--- config.mk ---
export PLATFORM = sky130hd
export DESIGN_NAME = cpu_ddram_bridge
export DESIGN_NICKNAME = d
export VERILOG_FILES = /design/src/rtl/cpu_ddram_bridge.sv
export SDC_FILE = /design/constraint.sdc
export NUM_CORES = 1
export LEC_CHECK = 0
export ABC_AREA = 1
export BUFFER_PORTS_ARGS = -buffer_cell sky130_fd_sc_hd__buf_2
export CAP_MARGIN = 5
export CORE_MARGIN = 2
export CORE_UTILIZATION = 46
export CTS_BUF_LIST = sky130_fd_sc_hd__clkbuf_8
export DETAILED_ROUTE_END_ITERATION = 10
export GPL_ROUTABILITY_DRIVEN = 0
export PLACE_DENSITY = 0.79
export REMOVE_ABC_BUFFERS = 1
export SYNTH_ARGS = -nofsm -noshare
export SYNTH_HDL_FRONTEND = slang
export SYNTH_SLANG_ARGS = --single-unit
--- constraint.sdc ---
create_clock -name DDRAM_CLK -period 1.2 [get_ports DDRAM_CLK]
set_input_delay 0.12 -clock DDRAM_CLK [delete_from_list [all_inputs] [get_ports DDRAM_CLK]]
set_output_delay 0.12 -clock DDRAM_CLK [all_outputs]
set_load 0.05 [all_outputs]
--- src/rtl/cpu_ddram_bridge.sv ---
// cpu_ddram_bridge
//
// Bridges an asynchronous 8-bit CPU memory cycle (level RD/WR strobes, WAIT
// output) onto the DDRAM cache controller handshakes: toggle-style write
// (we_req/we_ack) and edge-started read (rd_req/rd_rdy). The CPU address is
// widened to 28 bits with cpu_bank. Everything runs on DDRAM_CLK.
//
// Optional feature: define WR_POST_EN for a one-deep posted write. The CPU is
// released as soon as the write is issued; later edges wait in IDLE until the
// controller acknowledges, so a read never overtakes a posted write.
//
// Ports:
//   DDRAM_CLK, reset_n        clock, async active-low reset
//   cpu_addr, cpu_bank        CPU byte address and upper address bits
//   cpu_din, cpu_dout         CPU write data, registered read data
//   cpu_rd, cpu_wr            async strobes, active high
//   cpu_wait                  high stretches the CPU cycle (combinational)
//   wraddr, din, we_req       write request to controller
//   we_ack                    write acknowledge from controller
//   rdaddr, rd_req            read request to controller
//   dout, rd_rdy              read data / ready from controller
//   dbg_state                 current FSM state encoding

module cpu_ddram_bridge #(
    parameter int unsigned CPU_AW      = 16,
    parameter int unsigned SYNC_STAGES = 2
) (
    input  logic                DDRAM_CLK,
    input  logic                reset_n,
    input  logic [CPU_AW-1:0]   cpu_addr,
    input  logic [27-CPU_AW:0]  cpu_bank,
    input  logic [7:0]          cpu_din,
    input  logic                cpu_rd,
    input  logic                cpu_wr,
    output logic [7:0]          cpu_dout,
    output logic                cpu_wait,
    output logic [27:0]         wraddr,
    output logic [7:0]          din,
    output logic                we_req,
    input  logic                we_ack,
    output logic [27:0]         rdaddr,
    input  logic [7:0]          dout,
    output logic                rd_req,
    input  logic                rd_rdy,
    output logic [2:0]          dbg_state
);

    typedef enum logic [2:0] {
        StIdle   = 3'd0,
        StWr     = 3'd1,
        StRdArm  = 3'd2,
        StRdWait = 3'd3,
        StDone   = 3'd4
    } state_e;

    state_e state;

    logic [SYNC_STAGES-1:0] rd_sync;
    logic [SYNC_STAGES-1:0] wr_sync;
    logic                   rd_s_dly;
    logic                   wr_s_dly;
    logic                   rd_s;
    logic                   wr_s;
    logic                   rd_rise;
    logic                   wr_rise;
    logic                   rd_evt;
    logic                   wr_evt;
    logic                   can_issue;
    logic                   done;
    logic [27:0]            cpu_full_addr;

    assign cpu_full_addr = {cpu_bank, cpu_addr};
    assign rd_s          = rd_sync[SYNC_STAGES-1];
    assign wr_s          = wr_sync[SYNC_STAGES-1];
    assign rd_rise       = rd_s & ~rd_s_dly;
    assign wr_rise       = wr_s & ~wr_s_dly;
    assign dbg_state     = state;

`ifdef WR_POST_EN
    logic pending_wr;
    logic rd_hold;
    logic wr_hold;

    assign pending_wr = (we_req != we_ack);
    // Edges arriving while a posted write is outstanding are parked here.
    assign rd_evt     = rd_rise | rd_hold;
    assign wr_evt     = wr_rise | wr_hold;
    assign can_issue  = ~pending_wr;
`else
    assign rd_evt     = rd_rise;
    assign wr_evt     = wr_rise;
    assign can_issue  = 1'b1;
`endif

    // WAIT must assert as soon as the raw strobe does, before synchronisation.
    always_comb begin
        cpu_wait = reset_n & (cpu_rd | cpu_wr) & ~done;
    end

    always_ff @(posedge DDRAM_CLK or negedge reset_n) begin
        if (!reset_n) begin
            rd_sync  <= '0;
            wr_sync  <= '0;
            rd_s_dly <= 1'b0;
            wr_s_dly <= 1'b0;
        end else begin
            rd_sync  <= {rd_sync[SYNC_STAGES-2:0], cpu_rd};
            wr_sync  <= {wr_sync[SYNC_STAGES-2:0], cpu_wr};
            rd_s_dly <= rd_s;
            wr_s_dly <= wr_s;
        end
    end

    always_ff @(posedge DDRAM_CLK or negedge reset_n) begin
        if (!reset_n) begin
            state    <= StIdle;
            we_req   <= 1'b0;
            rd_req   <= 1'b0;
            wraddr   <= '0;
            rdaddr   <= '0;
            din      <= '0;
            cpu_dout <= '0;
            done     <= 1'b0;
`ifdef WR_POST_EN
            rd_hold  <= 1'b0;
            wr_hold  <= 1'b0;
`endif
        end else begin
            unique case (state)
                StIdle: begin
`ifdef WR_POST_EN
                    if (!can_issue) begin
                        rd_hold <= rd_evt;
                        wr_hold <= wr_evt;
                    end else begin
                        rd_hold <= 1'b0;
                        wr_hold <= 1'b0;
                    end
`endif
                    if (can_issue) begin
                        // A write edge wins; a coincident read edge is dropped.
                        if (wr_evt) begin
                            wraddr <= cpu_full_addr;
                            din    <= cpu_din;
                            we_req <= ~we_req;
`ifdef WR_POST_EN
                            done   <= 1'b1;
                            state  <= StDone;
`else
                            state  <= StWr;
`endif
                        end else if (rd_evt) begin
                            rdaddr <= cpu_full_addr;
                            rd_req <= 1'b1;
                            state  <= StRdArm;
                        end
                    end
                end
                StWr: begin
                    if (we_ack == we_req) begin
                        done  <= 1'b1;
                        state <= StDone;
                    end
                end
                StRdArm: begin
                    // rd_rdy=1 here is left over from the previous read.
                    if (!rd_rdy) begin
                        state <= StRdWait;
                    end
                end
                StRdWait: begin
                    if (rd_rdy) begin
                        cpu_dout <= dout;
                        rd_req   <= 1'b0;
                        done     <= 1'b1;
                        state    <= StDone;
                    end
                end
                StDone: begin
                    if (!rd_s && !wr_s) begin
                        done  <= 1'b0;
                        state <= StIdle;
                    end
                end
                default: begin
                    state <= StIdle;
                end
            endcase
        end
    end

endmodule

==> results.toml <==
[sta]
fin_crit_ns = 1.323
rsz0062_at_grt = "true"
fin_skew_ns = 0.01883
hold_viol = 0
setup_viol = 77
worst_pin_slew_ns = 0.4455
min_period_over_period_pct = 110.3
maxSlewHeadroom_pct = 70.30
whs_ns = 0.01534
drv_slew = 0
fin_ws_ns = -0.1232
fmax_ghz = 0.7557

[worst_setup_path]
crit_buf_inv = 2
cpPeakStageDelay_ns = 0.43
r2r_slack_ns = -0.12
rr_endpoint = "dbg_state[0]$_DFFE_PN0P_"
cpMostUsedCell = "nand3_2"
rr_worst_depth = 7
endpoint_kind = "register"
r2r-start = "dbg_state[0]$_DFFE_PN0P_"
crit_type = "reg -> reg"
crit_arrival_ns = 1.56
cp_max_fo = 4
critPathTopFamily = "simple AND/OR/NAND/NOR gates"
path_cells = "buf_6, inv_2, nand3_2, nor2_2, nor2_4, nand3_2, nand2_2"
crit_path_start_kind = "register"
slowest_stage = "dfrtp_1"
cp.required_ns = 1.43

[logic_synthesis]
syn_area_um2 = 3482
synth_seq_cells = 84
post_synth_num_cell_types = 23
seq_area_frac_synth_pct = 60.37
yosysWarningCount = 0
synth_top_area_share_pct = 60.37
yosysTopAreaCell = "dfrtp_1"
post_synth.cell_area_avg_um2 = 9.949
synth_cells = 350
synth_area_leaders = "dfrtp_1 (60%), nand2_1 (11%), o21ai_2 (5.5%), inv_1 (4.2%), o21ai_1 (3.7%)"

[cts]
cts_root_buf = "clkbuf_8"
cts_sinks = 84
cts_buffers = 9
cts_max_level = 3
insertion_delay_ns = 0.34
cts_tree = "done"
clockBufferDepth = 2
path_clk_slew_ns = 0.09

[pwr]
comb_power_share_pct = 59.1
switchingPower_uw = 9043
ir_drop_uv = 2093
pwr-share-seq_pct = 30.0
switching_share_pct = 53.67
p_leak_uw = 0.002804
p_clk_share_pct = 10.8
internal_power_uw = 7805
p_per_area_nw_per_um2 = 3271

[finish]
final_nets = 570
mostFrequentLayoutCell = "buf_2"
num_antenna_cells = 0
final_cell_mix = "buf_2 (120), dfrtp_1 (82), nand2_1 (62), nand2_2 (46), inv_1 (39)"
final_core_util_pct = 70.62
drive_above_1_share_pct = 53.52
area_delta_synth_final_pct = 47.90

[drt]
ant_nets = 0
wl_um = 9358
firstDrtPassIters = 4
drc = 0
first_iter_violations = 134
route.vias.total = 3061
vias_per_cell = 4.905
detail_route.wl_per_cell_um = 15.00

[worst_hold_path]
min_path_type = "in -> reg"
hold_start = "cpu_din[0]"
holdPathEnd = "din[0]$_DFFE_PN0P_"
whs_path_depth = 3

[grt]
gr-total-overflow = 0
grt_usage_pct = 21.29
antenna_found_initial = 0
grt_pass1_wl_um = 14160
grt_max_degree = 85
grt_pass1_vias = 3025

[placed_design]
dp.final_hpwl_um = 5518
portBuffers = 127

[outcome]
violations = "setup timing"
status = "finished with violations"

[flow_run]
maxCapViolations = 0

[floorplanning]
dieArea_um2 = 8282
dieHeight_um = 91.01
io_pins = 128
core_um2 = 7292
die_w_um = 91.01
rows = 31
initial_utilization_pct = 47.75
==> Yosys cell counts (all sizes together) <==
| master | n |
|---|---|
| a21oi | 3 |
| nand2 | 121 |
| nand3 | 13 |
| clkbuf | 2 |
| o21ai | 59 |
| inv | 42 |
| nor3 | 1 |
| nand4 | 1 |
| nor2 | 11 |
| dfrtp | 84 |
| buf | 12 |
| xor2 | 1 |
==> final cells by class <==
class,count,area [um2]
clock buffers,11,151.4
clock inverters,5,28.78
fillers,545,2142
inverters,42,170.2
multi-input cells,211,1319
flip-flops and latches,84,2105
well taps,99,123.9
repair buffers,171,1247
repair inverters,1,5.005
==> metal layers <==
metal / vias to the layer above / GRT usage [%] / routed length, um
li1: 1440 / - / -
met5: - / 0 / 0
met4: 0 / 7.702 / 225
met3: 17 / 4.481 / 529
met2: 118 / 36.23 / 4909
met1: 1486 / 26.90 / 3693
==> cells by family after synthesis <==
group | count (synthesis) | synth area share [%]
simple gates | 147 | 18.90
flops | 84 | 60.37
compound gates | 62 | 11.28
buf+inv | 56 | 9.199
xor+xnor | 1 | 0.2516
==> power groups by stage <==
stage,Combinational [uW],Sequential [uW],Clock [uW]
after floorplan,1970,9410,0
after global placement,8500,4910,0
after detailed placement,8700,4950,0
after CTS,9390,4980,1860
after global routing,10500,5210,1990
final,9960,5060,1820
==> registers in the layout (all words and copies together), names as in the netlist <==
signal,count
wraddr,28
wr_s_dly,1
done,1
rd_req,1
cpu_dout,8
dbg_state,3
rd_sync,2
rd_s_dly,1
rdaddr,28
wr_sync,2
we_req,1
din,8
==> worst max-delay path by stage <==
stage	to	slack (ns)	start	cells past startpoint
floorplan	dbg_state[0]$_DFFE_PN0P_	-0.56	dbg_state[2]$_DFFE_PN0P_	7
global placement	rdaddr[9]$_DFFE_PN0P_	-0.03	wr_sync[1]$_DFF_PN0_	7
detailed placement	rdaddr[6]$_DFFE_PN0P_	-0.12	wr_sync[1]$_DFF_PN0_	6
CTS	rdaddr[7]$_DFFE_PN0P_	-0.11	dbg_state[0]$_DFFE_PN0P_	7
global route	rdaddr[6]$_DFFE_PN0P_	-0.17	dbg_state[0]$_DFFE_PN0P_	7
finish	dbg_state[0]$_DFFE_PN0P_	-0.12	dbg_state[0]$_DFFE_PN0P_	7
==> worst reg2reg max path: stages, from the launching register on <==
cell and delay (ns):
dfrtp_1 0.43, buf_6 0.16, inv_2 0.08, nand3_2 0.12, nor2_2 0.20, nor2_4 0.07, nand3_2 0.10, nand2_2 0.06
==> stage by stage <==
step	worst slack [ns]	power [uW]	area (um2)	instances	setup TNS, ns
after global routing	-0.1706	17680	5150	624	-10.13
after detailed placement	-0.1184	13660	4237	575	-3.837
after global placement	-0.02652	13410	4237	575	-0.3484
after CTS	-0.1064	16230	4870	616	-4.326
final	-0.1232	16850	5150	624	-5.421
after floorplan	-0.5551	11380	3327	336	-32.58
==> what timing repair did <==
action,4_1_cts,5_1_grt
hold buffers,14,0
endpoints found under the hold margin,97,0
pin swaps,8,13
buffers inserted,8,3
gates resized for setup,54,57
endpoints found under the setup margin,81,82
cloned,3,5
(Power assumes the default switching activity.)
